<file path="config.mk">
export PLATFORM = sky130hd
export DESIGN_NAME = insn_encode
export DESIGN_NICKNAME = d
export VERILOG_FILES = /design/src/rtl/insn_encode.sv
export SDC_FILE = /design/constraint.sdc
export NUM_CORES = 1
export LEC_CHECK = 0
export BUFFER_PORTS_ARGS = -buffer_cell sky130_fd_sc_hd__buf_2
export CAP_MARGIN = 10
export CORE_MARGIN = 10
export CORE_UTILIZATION = 35
export CTS_BUF_LIST = sky130_fd_sc_hd__clkbuf_2 sky130_fd_sc_hd__clkbuf_4 sky130_fd_sc_hd__clkbuf_8
export DETAILED_ROUTE_END_ITERATION = 10
export PLACE_DENSITY = 0.68
export SYNTH_ARGS = -nofsm -noshare
export SYNTH_HDL_FRONTEND = slang
export SYNTH_SLANG_ARGS = --single-unit
</file>
<file path="constraint.sdc">
create_clock -name clk -period 3.1 [get_ports clk]
set_clock_uncertainty 0.15 [all_clocks]
set_input_delay 0.775 -clock clk [delete_from_list [all_inputs] [get_ports clk]]
set_output_delay 0.775 -clock clk [all_outputs]
set_load 0.01 [all_outputs]
</file>
<file path="src/rtl/insn_encode.sv">
// insn_encode: assembles RV32I instruction words from decoded field bundles,
// flags unrepresentable immediates, and buffers results in a 2-entry FIFO.
module insn_encode (
    input  logic        clk,
    input  logic        rst,
    input  logic        in_valid,
    output logic        in_ready,
    input  logic [4:0]  opcode,
    input  logic [3:0]  alu_op,
    input  logic [4:0]  rd,
    input  logic [4:0]  rs1,
    input  logic [4:0]  rs2,
    input  logic [31:0] imm,
    output logic        out_valid,
    input  logic        out_ready,
    output logic [31:0] insn,
    output logic        err,
    output logic [15:0] insn_count,
    output logic [15:0] err_count
);
    localparam logic [4:0] OP_R     = 5'b01100;
    localparam logic [4:0] OP_JALR  = 5'b11001;
    localparam logic [4:0] OP_LOAD  = 5'b00000;
    localparam logic [4:0] OP_IMM   = 5'b00100;
    localparam logic [4:0] OP_STORE = 5'b10000;
    localparam logic [4:0] OP_BR    = 5'b11000;
    localparam logic [4:0] OP_LUI   = 5'b01101;
    localparam logic [4:0] OP_AUIPC = 5'b00101;
    localparam logic [4:0] OP_JAL   = 5'b11011;

    function automatic logic [15:0] sat_inc(input logic [15:0] v);
        return (v == 16'hFFFF) ? v : v + 16'd1;
    endfunction

    logic [2:0]  f3;
    logic        i_fit, b_fit, j_fit;
    logic [31:0] insn_p0;
    logic        err_p0;
    logic        vld_p0;
    logic        pop;

    assign f3    = alu_op[2:0];
    // A field fits when every bit above its sign bit matches the sign bit.
    assign i_fit = (&imm[31:11]) | ~(|imm[31:11]);
    assign b_fit = ((&imm[31:12]) | ~(|imm[31:12])) & ~imm[0];
    assign j_fit = ((&imm[31:20]) | ~(|imm[31:20])) & ~imm[0];

    // Stage p0: combinational encode of the incoming bundle
    always_comb begin
        insn_p0 = {25'b0, opcode, 2'b11};
        err_p0  = 1'b1;
        case (opcode)
            OP_R: begin
                insn_p0 = {1'b0, alu_op[3], 5'b0, rs2, rs1, f3, rd, opcode, 2'b11};
                err_p0  = 1'b0;
            end
            OP_JALR, OP_LOAD, OP_IMM: begin
                if (opcode == OP_IMM && (f3 == 3'b001 || f3 == 3'b101)) begin
                    insn_p0 = {1'b0, alu_op[3], 5'b0, imm[4:0], rs1, f3, rd, opcode, 2'b11};
                    err_p0  = |imm[31:5];
                end else begin
                    insn_p0 = {imm[11:0], rs1, (opcode == OP_JALR) ? 3'b000 : f3,
                               rd, opcode, 2'b11};
                    err_p0  = ~i_fit;
                end
            end
            OP_STORE: begin
                insn_p0 = {imm[11:5], rs2, rs1, f3, imm[4:0], opcode, 2'b11};
                err_p0  = ~i_fit;
            end
            OP_BR: begin
                insn_p0 = {imm[12], imm[10:5], rs2, rs1, f3, imm[4:1], imm[11], opcode, 2'b11};
                err_p0  = ~b_fit;
            end
            OP_LUI, OP_AUIPC: begin
                insn_p0 = {imm[31:12], rd, opcode, 2'b11};
                err_p0  = |imm[11:0];
            end
            OP_JAL: begin
                insn_p0 = {imm[20], imm[10:1], imm[11], imm[19:12], rd, opcode, 2'b11};
                err_p0  = ~j_fit;
            end
            default: begin
                insn_p0 = {25'b0, opcode, 2'b11};
                err_p0  = 1'b1;
            end
        endcase
    end

    // Stage p1: 2-entry output FIFO of {err, insn}
    logic [32:0] buf_p1_q [2];
    logic [32:0] head_p1;
    logic        wptr_q, rptr_q;
    logic [1:0]  cnt_q, cnt_d;
    logic [15:0] insn_count_q, err_count_q;

    assign in_ready  = (cnt_q != 2'd2);
    assign out_valid = (cnt_q != 2'd0);
    assign vld_p0    = in_valid && in_ready;
    assign pop       = out_valid && out_ready;
    assign cnt_d     = cnt_q + {1'b0, vld_p0} - {1'b0, pop};
    assign head_p1   = buf_p1_q[rptr_q];

    always_ff @(posedge clk) begin
        if (rst) begin
            cnt_q        <= 2'd0;
            wptr_q       <= 1'b0;
            rptr_q       <= 1'b0;
            insn_count_q <= 16'd0;
            err_count_q  <= 16'd0;
        end else begin
            cnt_q <= cnt_d;
            if (vld_p0) wptr_q <= ~wptr_q;
            if (pop) begin
                rptr_q       <= ~rptr_q;
                insn_count_q <= sat_inc(insn_count_q);
                if (head_p1[32]) err_count_q <= sat_inc(err_count_q);
            end
        end
    end

    always_ff @(posedge clk) begin
        if (vld_p0) buf_p1_q[wptr_q] <= {err_p0, insn_p0};
    end

    // Storage is not reset, so the head is masked while the buffer is empty.
    assign insn       = out_valid ? head_p1[31:0] : 32'd0;
    assign err        = out_valid & head_p1[32];
    assign insn_count = insn_count_q;
    assign err_count  = err_count_q;

endmodule

</file>
# After elaboration in Yosys (flattened, before gate mapping)
# Memory sizes are Yosys's and may differ from the RTL's. A register that Yosys moved wholly into a read port is not among the register bits.
# Cells that the tools add are included.
# W data, S select, Z words.
[word_totals]
ff_bits = 36
latch_bits = 0
ramBits = 66
mem_bits_ro = 0
output_inout_bits = 67
word_cells = 68
n_memories = 1
[classes]
addsub = 4
n_mul = 0
div = 0
magnitude_cmp = 0
eq_ne = 13
shift = 0
mux = 10
n_bitwise = 17
n_reduce_logical = 18
[memory_table]
columns = ["name", "words", "word_bits", "read_ports", "rd_clocked_by_memory_dff", "write_ports", "line", "rtl"]
rows = [
  ["buf_p1_q", 2, 33, 1, 1, 1, "91", "logic [32:0] buf_p1_q [2];"],
]
[op_table]
columns = ["cell", "count"]
rows = [
  ["$pmux W32 S6", 1],
  ["$mux W32", 2],
  ["$add A16 B1 Y16 const B", 2],
  ["$eq A16 B16 Y1 const B", 2],
  ["$reduce_or A27 Y1", 1],
  ["$reduce_or A12 Y1", 2],
  ["$reduce_and A21 Y1", 1],
  ["$reduce_or A21 Y1", 1],
  ["$eq A5 B5 Y1 const B", 4],
  ["$reduce_and A20 Y1", 1],
  ["$reduce_or A20 Y1", 1],
  ["$reduce_and A12 Y1", 1],
  ["$not A1 Y1", 11],
  ["$eq A5 B3 Y1 const B", 2],
  ["$eq A5 B4 Y1 const B", 2],
  ["$pmux W1 S6", 1],
  ["$logic_not A5 Y1", 1],
  ["$mux W1", 5],
  ["$and A1 B1 Y1", 3],
  ["$eq A3 B1 Y1 const B", 1],
  ["$eq A3 B3 Y1 const B", 1],
  ["$logic_and A1 B1 Y1", 3],
  ["$mux W3", 1],
  ["$or A1 B1 Y1", 3],
  ["9 further kinds", 9],
]

# Logic depth before layout (Yosys ltp)
# Gate-level depths: netlist (run 1).
[depth]
word_depth = 6
mapped_depth = 8
mapped_depth_nobuf = 8

# Least setup slack after synthesis (run 1)
# No wires, ideal clock.
[synth_path]
path_kind = "input to register"
from = "in in_valid"
to = "mem buf_p1_q[0][10] (enable)"
t_arrival_ps = 2177
required_time_ps = 2531
slack_ps = 354
path_stages = 2
n_path_buf = 0
cell_sequence = "nand2_1 nor2_1"
[synth_via]
elab_chain_cells = 3
[synth_lines]
columns = ["item", "line", "rtl"]
rows = [
  ["from (decl)", "6", "input logic in_valid,"],
  ["$logic_and A1 B1 Y1", "99", "assign vld_p0 = in_valid && in_ready;"],
  ["$mux W1", "123", "if (vld_p0) buf_p1_q[wptr_q] <= {err_p0, insn_p0};"],
  ["$mux W1 (not written as such)", "123", ""],
  ["to (decl)", "91", ""],
]
# No other way between the ends.

==> results of run 1 <==
cells in the mapped netlist (5+ instances only):
| library cell | instances |
|---|---|
| and4_1 | 5 |
| o21ai_0 | 10 |
| xnor2_1 | 24 |
| nand2_1 | 24 |
| a21oi_1 | 8 |
| or3_1 | 6 |
| nand3_1 | 16 |
| mux2i_1 | 33 |
| edfxtp_1 | 62 |
| xor2_1 | 6 |
| nand4_1 | 15 |
| clkbuf_1 | 7 |
| dfxtp_1 | 37 |
| nor3_1 | 16 |
| nor2_1 | 78 |
| inv_1 | 10 |
| buf_2 | 9 |
| nor2b_1 | 5 |
| a22o_1 | 18 |
| a222oi_1 | 6 |
| nor4_1 | 13 |
state kept, by name (all words and copies together) (netlist names), named ones only:
register and count:
buf_p1_q 62, err_count 16, insn_count 16, cnt_q 2
rptr_q 1, wptr_q 1
critical path: stages (launching register included):
cell     delay [ns]
dfxtp_2        0.59
buf_4          0.32
mux2i_1        0.22
nor2_1         0.08
buf_2          0.16
kinds of logic (layout without fill, tap and decap cells):
group,count (synthesis),after routing,synth area share
multiplexers,36,36,0.0741
XOR/XNOR,30,30,0.0534
flip-flops,99,99,0.529
buffers and inverters,32,158,0.0293
adder cells (fa/ha/maj),4,4,0.0102
AO/OA/AOI/OAI,58,58,0.0929
AND/OR/NAND/NOR,197,197,0.211
cell type report:
class	count	area, um^2
clock buffers	9	124
clock inverters	7	51.3
fillers	1346	7940
inverters	11	42.5
multi-input cells	325	2170
flip-flops and latches	99	2600
well taps	180	225
repair buffers	131	668
stage by stage:
stage	total power [W]	instance area (um^2)
3_3_place_gp	0.00280	5710
2_1_floorplan	0.00238	4920
4_1_cts	0.00358	5890
3_5_place_dp	0.00282	5710
6_report	0.00352	5890
5_1_grt	0.00376	5890
cells in the final DEF (no fill, tap or decap), types with 2 or more instances in the layout:
cell type / instances
buf_2: 126
nor2_1: 76
edfxtp_1: 62
dfxtp_1: 36
mux2i_1: 33
nand2_1: 24
xnor2_1: 24
a22o_1: 18
nor3_1: 16
nand3_1: 16
nand4_1: 15
nor4_1: 13
inv_1: 10
o21ai_0: 10
clkbuf_8: 9
a21oi_1: 8
or3_1: 6
a222oi_1: 6
xor2_1: 6
nor2b_1: 5
and4_1: 5
buf_4: 5
and3_1: 4
ha_1: 4
clkinv_2: 3
mux2_2: 3
or4_1: 3
a2111oi_2: 2
nor3b_1: 2
nand2b_1: 2
nor2_2: 2
nor4_4: 2
a21oi_2: 2
inv_6: 2
how the worst max path moves through the flow:
| stage | from | slack (ns) | endpoint | cells after the start |
|---|---|---|---|---|
| 3_5_place_dp | imm[4] | 0.53 | buf_p1_q[0][32] | 5 |
| 2_1_floorplan | in_valid | 0.35 | buf_p1_q[0][10] | 2 |
| 6_report | flip-flop | 0.43 | insn[31] | 4 |
| 4_1_cts | flip-flop | 0.36 | insn[24] | 4 |
| 3_3_place_gp | imm[4] | 0.54 | buf_p1_q[0][32] | 5 |
| 5_1_grt | flip-flop | 0.26 | insn[24] | 4 |
metal layers:
metal  vias up  routed length (um)  track usage
met5         -                   0            0
met4         0                 185       0.0372
met3        18                1350       0.0634
met2       196                6030        0.208
met1      1894                5650        0.167
li1       1946                   -            -
power by group:
group / switching [W] / leakage, nW / internal [W]
Sequential: 0.000102 / 0.891 / 0.00160
Clock: 0.000458 / 0.0933 / 0.000299
Combinational: 0.000649 / 1.30 / 0.000414
==> flow_metrics.py, run 1 <==
metrics = {
    "grt": {
        "grt_usage": 0.136,
        "grt_antenna_before_repair": 0,
        "grt_max_degree": 38,
        "grt_first_pass_wirelength_mm": 21.5,
        "first_global_vias": 4032,
        "overflow": 0,
    },
    "clocking": {
        "cts_buffers": 9,
        "clock_path_buffers": 2,
        "htreeDepth": 3,
        "cts.sinks": 99,
        "clk_pin_slew_ns": 0.09,
        "cts_tree": "built",
        "hold_buffers": 0,
        "cts_root_buf": "clkbuf_8",
        "post-cts-setup-buffers": 0,
        "post_cts_resized": 0,
        "clkLatencyLatePin_ns": 0.37,
    },
    "route": {
        "vias_per_cell": 5.32,
        "drt-total-wl_mm": 13.2,
        "final_antenna_net_count": 0,
        "drc_errors": 0,
        "drt-initial-drc-count": 289,
        "vias": 4054,
        "first_pass_iters": 6,
        "wl_per_cell_um": 17.3,
    },
    "power_and_ir_drop": {
        "p_leak_nw": 2.29,
        "power_per_cell_area_mw_per_mm2": 598,
        "vdd_drop_max_v": 0.000253,
    },
    "sta": {
        "holdWs_ns": 0.374,
        "tns_ns": 0,
        "fin_ws_ns": 0.434,
        "max_slew_margin": 0.485,
        "fin_crit_sh": 0.860,
        "finalHoldViolations": 0,
        "worstMarginPinSlew_ns": 0.753,
        "rsz0062_at_grt": "no",
        "timing.fmax_ghz": 0.375,
        "slew_violations": 0,
        "min_period_ns": 2.67,
        "setup_violations": 0,
    },
    "die": {
        "initial_core_util": 0.356,
        "die_area_mm2": 0.0192,
        "io_pins": 127,
        "fp-row-count": 43,
        "core_area_mm2": 0.0138,
        "die_h_um": 139,
        "die_w_um": 139,
    },
    "critical_path": {
        "reg2reg_to": "insn_count[13]",
        "reg2reg_slack_ns": 0.89,
        "rr_worst_depth": 6,
        "endpoint_kind": "primary output",
        "path_class": "flip-flop to primary output",
        "critPathMaxFanout": 13,
        "crit_arrival_ns": 1.74,
        "timing.rr.start": "insn_count[0]",
        "crit_required_ns": 2.17,
        "startpoint_type": "flip-flop",
    },
    "logic_synthesis": {
        "synth_top_area_share": 0.379,
        "syn_area_mm2": 0.00492,
        "yosysSeqAreaShare": 0.529,
        "synth_ff_type": "edfxtp_1",
        "synth.distinct_cells": 51,
        "syn_inst": 456,
        "synth_edf_count": 62,
        "ys_seq_elements": 99,
        "syn_nets": 520,
        "synth_largest_area_cell": "edfxtp_1",
        "yosysWarningCount": 0,
        "synth_area_leaders": "edfxtp_1, dfxtp_1, mux2i_1",
        "postSynth.asyncResetShare": 0,
        "postSynthAreaPerCell_um2": 10.8,
    },
    "final_layout": {
        "finalNetCount": 641,
        "synthToLayoutAreaGrowth_pct": 19.8,
        "final_cells": 762,
        "antenna_cells": 0,
        "final_core_util": 0.426,
        "final_layout_size_suffix_gt1_frac": 0.284,
    },
    "placed_design": {
        "io_buffers": 126,
        "place_congestion": 0.949,
        "pre_cts_ws_ns": 0.532,
        "dp_hpwl_mm": 10.3,
        "dp_cells": 746,
    },
    "hold_path": {
        "min_path_type": "flip-flop to flip-flop",
        "hold_depth": 2,
        "whs_endpoint": "rptr_q",
        "min-delay-start": "rptr_q",
    },
    "run_status": {
        "outcome": "complete, no violations",
    },
    "run": {
        "drv_cap": 0,
    },
}
No activity file was read; power rests on OpenSTA's default activity.
==> inputs of run 2 (changes only) <==
Settings changed: REMOVE_ABC_BUFFERS set to 1.
==> flow_metrics.py, run 2 (synthesis results as in run 1) <==
metrics = {
    "run_status": {
        "outcome": "complete, no violations",
    },
    "sta": {
        "max_slew_margin": 0.533,
        "min_period_ns": 2.60,
        "slew_violations": 0,
        "worstMarginPinSlew_ns": 0.698,
        "fin_crit_sh": 0.840,
        "rsz0062_at_grt": "no",
        "timing.fmax_ghz": 0.384,
        "setup_violations": 0,
        "finalHoldViolations": 0,
        "holdWs_ns": 0.374,
        "tns_ns": 0,
    },
    "clocking": {
        "cts_tree": "built",
        "post-cts-setup-buffers": 0,
        "clk_pin_slew_ns": 0.09,
        "hold_buffers": 0,
        "clock_path_buffers": 2,
        "cts.sinks": 99,
        "cts_buffers": 9,
        "htreeDepth": 3,
        "cts_root_buf": "clkbuf_8",
        "clkLatencyLatePin_ns": 0.37,
        "post_cts_resized": 0,
    },
    "die": {
        "initial_core_util": 0.356,
        "fp-row-count": 43,
        "core_area_mm2": 0.0138,
        "die_h_um": 139,
        "die_w_um": 139,
        "io_pins": 127,
        "die_area_mm2": 0.0192,
    },
    "final_layout": {
        "largest_reg_flops": 62,
        "layout_common_cells": "buf_2, nor2_1, edfxtp_1",
        "largest-register": "buf_p1_q",
        "final_cells": 765,
        "fin_area_mm2": 0.00591,
        "finalNetCount": 643,
        "final_layout_size_suffix_gt1_frac": 0.286,
        "layout_commonest_cell": "buf_2",
        "synthToLayoutAreaGrowth_pct": 20.3,
        "fillers": 1352,
    },
    "route": {
        "drc_errors": 0,
        "vias_per_cell": 5.28,
        "first_pass_iters": 5,
        "wl_per_cell_um": 17.1,
        "vias": 4041,
        "drt-initial-drc-count": 272,
        "drt-total-wl_mm": 13.1,
        "final_antenna_net_count": 0,
    },
    "power_and_ir_drop": {
        "p_total_w": 0.00353,
        "p_leak_nw": 2.29,
        "power_per_cell_area_mw_per_mm2": 597,
        "vdd_drop_max_v": 0.000377,
    },
    "placed_design": {
        "place_congestion": 0.877,
        "post_dp_cell_area_mm2": 0.00573,
        "io_buffers": 126,
        "dp_cells": 748,
        "dp_hpwl_mm": 9.76,
    },
    "critical_path": {
        "rr_worst_depth": 6,
        "crit_chain": "buf_4 > mux2i_1 > nor2_1 > buf_2",
        "path_class": "flip-flop to primary output",
        "reg2reg_slack_ns": 0.89,
        "timing.rr.start": "insn_count[0]",
        "crit_arrival_ns": 1.68,
        "endpoint_kind": "primary output",
        "slowest_stage": "mux2i_1",
        "reg2reg_to": "insn_count[0]",
        "critPathMaxFanout": 17,
        "crit_required_ns": 2.17,
        "critPathMaxStageDelay_ns": 0.41,
        "startpoint_type": "flip-flop",
    },
    "grt": {
        "first_global_vias": 4020,
        "grt_usage": 0.133,
        "grt_first_pass_wirelength_mm": 21.0,
        "grt_antenna_before_repair": 1,
        "overflow": 0,
        "grt_max_degree": 38,
    },
    "hold_path": {
        "whs_endpoint": "rptr_q",
        "hold_depth": 2,
        "min-delay-start": "rptr_q",
        "min_path_type": "flip-flop to flip-flop",
    },
    "run": {
        "drv_cap": 0,
    },
}
==> run 2: changes by cell type in the layout (fill, tap and decap cells not counted), sizes merged <==
cell	change
buf	+2
diode	+1
clkinv	-3
clkbuf	+2
clkinvlp	+2
inv	-1
==> run 2: routing by layer <==
layer / wire (um) / GRT usage / vias to the layer above
li1: - / - / 1951
met1: 5830 / 0.165 / 1921
met2: 6000 / 0.206 / 165
met3: 1250 / 0.0538 / 4
met4: 32 / 0.0405 / 0
met5: 0 / 0 / -
==> run 2: worst max-delay path: cells and delay by family (launching register included) <==
kind                   cells  cell delay, ns
muxes                      1            0.41
buffers and inverters      2            0.45
and+or+nand+nor            1            0.11
DFF                        1            0.33
==> run 2: per-stage QoR <==
| step | worst slack [ns] | utilization |
|---|---|---|
| 2_1_floorplan | 0.354 | - |
| 3_3_place_gp | 0.531 | 0.415 |
| 3_5_place_dp | 0.506 | 0.415 |
| 4_1_cts | 0.451 | 0.427 |
| 5_1_grt | 0.318 | 0.427 |
| 6_report | 0.496 | 0.428 |
==> run 2: layout make-up <==
cell class / count / area, um^2 / area share
Multi-Input combinational cell: 325 / 2180 / 0.369
Clock inverter: 5 / 36.3 / 0.00614
Clock buffer: 11 / 139 / 0.0235
Inverter: 11 / 42.5 / 0.00720
Timing Repair Buffer: 133 / 683 / 0.116
Sequential cell: 99 / 2600 / 0.440
Antenna cell: 1 / 2.50 / 0.000423
Tap cell: 180 / 225 / 0.0381
==> run 2: where the power goes <==
group          switching (W)  internal, W  total, W
Clock               0.000452     0.000313  0.000765
Combinational       0.000675     0.000417   0.00109
Sequential         0.0000732      0.00160   0.00167
==> run 2: worst max path at each step <==
stage	startpoint	endpoint
CTS	flip-flop	err
global placement	imm[4]	buf_p1_q[0][32]
detailed placement	imm[4]	buf_p1_q[1][32]
global route	flip-flop	err
finish	flip-flop	err
floorplan	in_valid	buf_p1_q[0][10]
